$ cat src/rtl/shift_tx_serializer_if.sv
// Load handshake and serial-line bundle for shift_tx_serializer.
// The master side owns din/load_valid; the transmitter (slave side) drives everything else.
interface shift_tx_serializer_if #(
    parameter int WIDTH = 8
);
    logic [WIDTH-1:0] din;
    logic             load_valid;
    logic             load_ready;
    logic             dout;
    logic             tx_busy;
    logic             tx_done;

    modport master (
        output din, load_valid,
        input  load_ready, dout, tx_busy, tx_done
    );

    modport slave (
        input  din, load_valid,
        output load_ready, dout, tx_busy, tx_done
    );
endinterface

$ cat src/rtl/shift_tx_serializer.sv
// Parallel-load serial transmitter: one-entry holding register feeding a shift register,
// bit timing from an internal divider, optional start/stop framing, back-to-back frames.
module shift_tx_serializer #(
    parameter int WIDTH        = 8,
    parameter int CLKS_PER_BIT = 4,
    parameter int MSB_FIRST    = 0,
    parameter int FRAME        = 1
) (
    input  logic                  clk,
    input  logic                  reset,
    shift_tx_serializer_if.slave  bus
);
    localparam int DIV_W = $clog2(CLKS_PER_BIT + 1);
    localparam int BIT_W = $clog2(WIDTH + 1);
    localparam logic [DIV_W-1:0] DIV_LAST = DIV_W'(CLKS_PER_BIT - 1);
    localparam logic [BIT_W-1:0] BIT_LAST = BIT_W'(WIDTH - 1);

    typedef enum logic [1:0] {IDLE, START, DATA, STOP} state_e;
    localparam state_e FIRST_STATE = (FRAME != 0) ? START : DATA;

    state_e             state_q, state_d;
    logic [WIDTH-1:0]   hold_q, hold_d;
    logic [WIDTH-1:0]   shreg_q, shreg_d;
    logic               hold_full_q, hold_full_d;
    logic [BIT_W-1:0]   bit_cnt_q, bit_cnt_d;
    logic [DIV_W-1:0]   div_cnt_q, div_cnt_d;
    logic               dout_q, dout_d;
    logic               busy_q, busy_d;
    logic               done_q, done_d;
    logic               accept;
    logic               div_last;
    logic               frame_end;
    logic               load_next;

    assign accept   = bus.load_valid && !hold_full_q;
    assign div_last = (div_cnt_q == DIV_LAST);

    always_comb begin
        state_d   = state_q;
        shreg_d   = shreg_q;
        bit_cnt_d = bit_cnt_q;
        div_cnt_d = div_cnt_q;
        done_d    = 1'b0;
        frame_end = 1'b0;
        load_next = 1'b0;

        case (state_q)
            IDLE: load_next = hold_full_q;
            START: begin
                if (div_last) begin
                    state_d   = DATA;
                    div_cnt_d = '0;
                end else begin
                    div_cnt_d = div_cnt_q + DIV_W'(1);
                end
            end
            DATA: begin
                if (div_last) begin
                    div_cnt_d = '0;
                    if (bit_cnt_q == BIT_LAST) begin
                        if (FRAME != 0) state_d = STOP;
                        else            frame_end = 1'b1;
                    end else begin
                        shreg_d   = (MSB_FIRST != 0) ? (shreg_q << 1) : (shreg_q >> 1);
                        bit_cnt_d = bit_cnt_q + BIT_W'(1);
                    end
                end else begin
                    div_cnt_d = div_cnt_q + DIV_W'(1);
                end
            end
            STOP: begin
                if (div_last) frame_end = 1'b1;
                else          div_cnt_d = div_cnt_q + DIV_W'(1);
            end
            default: state_d = IDLE;
        endcase

        // A waiting word chains straight into the next frame with no idle cycle.
        if (frame_end) begin
            done_d    = 1'b1;
            state_d   = IDLE;
            load_next = hold_full_q;
        end
        if (load_next) begin
            state_d   = FIRST_STATE;
            shreg_d   = hold_q;
            bit_cnt_d = '0;
            div_cnt_d = '0;
        end

        hold_full_d = accept ? 1'b1 : (load_next ? 1'b0 : hold_full_q);
        hold_d      = accept ? bus.din : hold_q;
        busy_d      = (state_d != IDLE);

        // dout is registered, so it is decoded from the state being entered.
        case (state_d)
            START:   dout_d = 1'b0;
            DATA:    dout_d = (MSB_FIRST != 0) ? shreg_d[WIDTH-1] : shreg_d[0];
            default: dout_d = 1'b1;
        endcase
    end

    always_ff @(posedge clk) begin
        if (reset) begin
            state_q     <= IDLE;
            shreg_q     <= '0;
            hold_full_q <= 1'b0;
            bit_cnt_q   <= '0;
            div_cnt_q   <= '0;
            dout_q      <= 1'b1;
            busy_q      <= 1'b0;
            done_q      <= 1'b0;
        end else begin
            state_q     <= state_d;
            shreg_q     <= shreg_d;
            hold_full_q <= hold_full_d;
            bit_cnt_q   <= bit_cnt_d;
            div_cnt_q   <= div_cnt_d;
            dout_q      <= dout_d;
            busy_q      <= busy_d;
            done_q      <= done_d;
        end
    end

    always_ff @(posedge clk) begin
        hold_q <= hold_d;
    end

    assign bus.load_ready = !hold_full_q;
    assign bus.dout       = dout_q;
    assign bus.tx_busy    = busy_q;
    assign bus.tx_done    = done_q;
endmodule

$ cat src/flat_wrapper.sv
// flat-port wrapper written by rule: the top's interface ports become plain ports
module shift_tx_serializer_flat 
#(
    parameter int WIDTH        = 8,
    parameter int CLKS_PER_BIT = 4,
    parameter int MSB_FIRST    = 0,
    parameter int FRAME        = 1
)
  (clk, reset, bus_din, bus_load_valid, bus_load_ready, bus_dout, bus_tx_busy, bus_tx_done);
  shift_tx_serializer_if #(.WIDTH(WIDTH)) bus_i ();
  input  logic clk;
  input  logic reset;
  input wire logic [$bits(bus_i.din)-1:0] bus_din;
  input wire logic [$bits(bus_i.load_valid)-1:0] bus_load_valid;
  output wire logic [$bits(bus_i.load_ready)-1:0] bus_load_ready;
  output wire logic [$bits(bus_i.dout)-1:0] bus_dout;
  output wire logic [$bits(bus_i.tx_busy)-1:0] bus_tx_busy;
  output wire logic [$bits(bus_i.tx_done)-1:0] bus_tx_done;
  assign bus_i.din = bus_din;
  assign bus_i.load_valid = bus_load_valid;
  assign bus_load_ready = bus_i.load_ready;
  assign bus_dout = bus_i.dout;
  assign bus_tx_busy = bus_i.tx_busy;
  assign bus_tx_done = bus_i.tx_done;
  shift_tx_serializer #(.WIDTH(WIDTH), .CLKS_PER_BIT(CLKS_PER_BIT), .MSB_FIRST(MSB_FIRST), .FRAME(FRAME)) u_core (.clk(clk), .reset(reset), .bus(bus_i));
endmodule
$ cat config.mk
export PLATFORM = sky130hd
export DESIGN_NAME = shift_tx_serializer_flat
export DESIGN_NICKNAME = d
export VERILOG_FILES = /design/src/rtl/shift_tx_serializer_if.sv /design/src/rtl/shift_tx_serializer.sv /design/src/flat_wrapper.sv
export SDC_FILE = /design/constraint.sdc
export NUM_CORES = 1
export LEC_CHECK = 0
export CAP_MARGIN = 20
export CORE_ASPECT_RATIO = 1.1
export CORE_MARGIN = 2
export CORE_UTILIZATION = 49
export CTS_CLUSTER_DIAMETER = 100
export CTS_CLUSTER_SIZE = 14
export DETAILED_ROUTE_END_ITERATION = 10
export PLACE_DENSITY = 0.74
export SLEW_MARGIN = 20
export SYNTH_ARGS = -nofsm -noshare
export SYNTH_HDL_FRONTEND = slang
export SYNTH_SLANG_ARGS = --single-unit
$ cat constraint.sdc
create_clock -name clk -period 1.64 [get_ports clk]
set_input_delay 0.328 -clock clk [delete_from_list [all_inputs] [get_ports clk]]
set_output_delay 0.328 -clock clk [all_outputs]
set_load 0.01 [all_outputs]
==> run_results.csv <==
group,metric,value,unit
outcome,status,"finished clean",
placed_design,io_buffers,14,
synth,ys_top_cells_by_count,"21 x dfxtp_1, 21 x nor2_1, 9 x mux2i_1, 8 x edfxtp_1",
die,initial_core_util,0.518,
critical_path,critPathArrivalTime,1800,ps
layout,diodes,0,
cts,cts_tree,"done",
sta,hold_viol,0,
job,cap_violations,0,
drt,vias,948,
cts,numCtsBuffers,5,
drt,drt-vias-per-instance,5.30,
placed_design,dp_cells,170,
die,die_area,3100,um2
layout,drive_above_1_share,0.230,
synth,synthFlopType,"dfxtp_1",
critical_path,regToRegSetupSlack,40,ps
drt,wire_per_inst,13.5,um
worst_hold_path,min_from,"u_core.div_cnt_q[2]",
die,die_y,58.2,um
layout,synthToLayoutAreaGrowth,23.7,%
drt,antenna_left,0,
pwr,leakagePower,0.611,nW
synth,syn_inst,123,
synth,ys_types,37,
synth,avgSynthCellArea,10.6,um2
layout,final_cells,179,
critical_path,slowest_stage,"dfxtp_4",
pwr,clockPowerShare,0.284,
worst_hold_path,hp-class,"flop to flop",
layout,final_nets,164,
cts,cts-root-buf,"clkbuf_4",
global_routing,grt_pass1_wl,4110,um
critical_path,worstPathCellList,"inv_1 -> ha_4 -> nor3b_2 -> inv_1 -> a311oi_2 -> o221ai_1",
cts,clk_latency,320,ps
layout,final_area,1620,um2
synth,seq_area_frac_synth,0.506,
critical_path,cp_common_cell,"inv_1",
critical_path,r2r-end,"u_core.bus.dout",
sta,tightest_slew,390,ps
drt,drt_wl_total,2420,um
global_routing,overflow,0,
sta,maxSlewHeadroom,0.738,
critical_path,reg2reg_depth,6,
placed_design,dp_hpwl,1790,um
global_routing,grt_max_degree,12,
pwr,power.switching,354,uW
die,rows,19,
sta,setup-violations-final,0,
global_routing,track_usage,0.183,
global_routing,antenna_found_initial,0,
sta,hold-worst-slack,497,ps
pwr,switching_share,0.253,
pwr,p_seq_frac,0.573,
synth,syn-num-nets,140,
critical_path,slowest_delay,380,ps
cts,cts_hold_buf,0,
cts,cts_buffer_depth,2,
synth,netlist.area_leader.share,0.322,
synth,yosysWarnings,0,
placed_design,placed_area,1490,um2
die,die_w,53.2,um
pwr,irDropWorstVdd,0.000898,V
drt,drtPass1Iterations,4,
global_routing,grt_pass1_vias,964,
worst_hold_path,min_path_cells,2,
synth,synth-async-reset-ratio,0,
pwr,p_per_area,867,nW/um2
placed_design,gp_congestion,0.792,
cts,htree_levels,2,
cts,clkSinkCount,29,
sta,period_needed,1600,ps
synth,mappedNetlistArea,1310,um2
pwr,intPower,1.05,mW
die,core_area,2520,um2
drt,dr.first_iter.drc_count,17,
synth,synth_area_leaders,"dfxtp_1 32%, edfxtp_1 18%, mux2i_1 6.9%",
synth,yosys.area.top_type,"dfxtp_1",
cts,clkTransAtPathRegs,90,ps
critical_path,crit_required,1840,ps
synth,synth-edff-count,8,
synth,ys_ff_latch,29,
critical_path,path_max_fanout,5,
critical_path,crit_path_end_kind,"flop",
sta,skew,12.9,ps
drt,drc,0,
sta,finalMaxSlewViolations,0,
critical_path,reg2reg_from,"u_core.state_q[1]",
critical_path,cp-start-kind,"flop",
pwr,combPwrFrac,0.142,
worst_hold_path,hold_end,"u_core.div_cnt_q[2]",
critical_path,worstSetupPathType,"flop to flop",
sta,fmax,624,MHz
die,io_pins,15,
sta,tns,0,ps
sta,fin_crit_sh,0.977,
[power groups by stage]
| stage | registers, mW | logic (mW) | clock network, mW |
|---|---|---|---|
| after floorplan | 0.815 | 0.109 | 0 |
| after global placement | 0.817 | 0.175 | 0 |
| after detailed placement | 0.820 | 0.181 | 0 |
| after CTS | 0.804 | 0.183 | 0.411 |
| after global routing | 0.808 | 0.221 | 0.449 |
| final | 0.803 | 0.200 | 0.398 |
[worst max-delay path: cells and delay by family, from the launching register on]
family	cells	cell delay [ps]
AOI/OAI and AO/OA	2	440
DFF	1	380
and+or+nand+nor	1	180
adders and majority gates	1	290
buffers and inverters	2	190
[per-stage QoR]
stage | utilization | setup WS [ps] | power [mW]
global placement | 0.590 | 15.3 | 0.992
global route | 0.641 | -58.9 | 1.48
CTS | 0.616 | 5.73 | 1.40
detailed placement | 0.590 | -54.3 | 1.00
floorplan | - | 92.7 | 0.925
finish | 0.641 | 37.7 | 1.40
[cell usage in the layout (no fill, tap or decap), types with 3 or more instances in the layout]
| cell type | count |
|---|---|
| nand3_1 | 4 |
| mux2i_1 | 8 |
| nor2_1 | 21 |
| nand2_1 | 3 |
| and3_1 | 3 |
| nand3b_1 | 3 |
| buf_4 | 5 |
| clkbuf_4 | 5 |
| a211oi_1 | 5 |
| edfxtp_1 | 8 |
| dfxtp_1 | 18 |
| inv_1 | 4 |
| clkdlybuf4s50_1 | 13 |
| a21oi_1 | 3 |
[routing by layer]
| metal | part of all wire | vias up | global-route usage | routed length, um |
|---|---|---|---|---|
| met5 | 0 | - | 0 | 0 |
| met4 | 0.016 | 0 | 0.0513 | 39 |
| met3 | 0.050 | 6 | 0.0773 | 122 |
| met2 | 0.48 | 27 | 0.296 | 1170 |
| met1 | 0.45 | 431 | 0.219 | 1080 |
| li1 | - | 484 | - | - |
[cells by family after synthesis]
| family | Yosys count | synth area share |
|---|---|---|
| adders and majority gates | 6 | 0.0575 |
| AOI/OAI and AO/OA | 23 | 0.128 |
| DFF | 29 | 0.506 |
| xor gates and xnor gates | 2 | 0.0134 |
| buffers and inverters | 8 | 0.0412 |
| muxes | 9 | 0.0690 |
| and+or+nand+nor | 46 | 0.185 |
[worst max-delay path by stage]
stage / start / end / slack (ps) / depth (start not counted)
global placement: u_core.state_q[1] / u_core.bus.dout / 20 / 6
global route: u_core.state_q[1] / u_core.bus.dout / -60 / 6
detailed placement: u_core.div_cnt_q[0] / u_core.bus.dout / -50 / 5
CTS: u_core.state_q[1] / u_core.bus.tx_busy / 6 / 6
floorplan: u_core.state_q[1] / u_core.bus.dout / 90 / 6
finish: u_core.state_q[1] / u_core.bus.dout / 40 / 6
[what timing repair did]
item,CTS,global route
cloned,0,0
setup buffers,0,1
endpoints found under the setup margin,3,8
pin swaps,0,2
resized for setup,5,14
[state kept, by name (all words and copies together) (netlist names)]
register	cells
u_core.bus.dout	1
u_core.bus.tx_busy	1
u_core.hold_q	8
u_core.div_cnt_q	3
u_core.shreg_q	8
u_core.bus.tx_done	1
u_core.hold_full_q	1
u_core.bit_cnt_q	4
u_core.state_q	2
[layout make-up]
class | instances | area, um2
Clock buffer | 6 | 41.3
Clock inverter | 2 | 10.0
Fill cell | 231 | 905
Inverter | 5 | 18.8
Multi-Input combinational cell | 86 | 648
Sequential cell | 29 | 667
Tap cell | 31 | 38.8
Timing Repair Buffer | 20 | 191
Note: power is estimated with default switching activity, not from simulation.
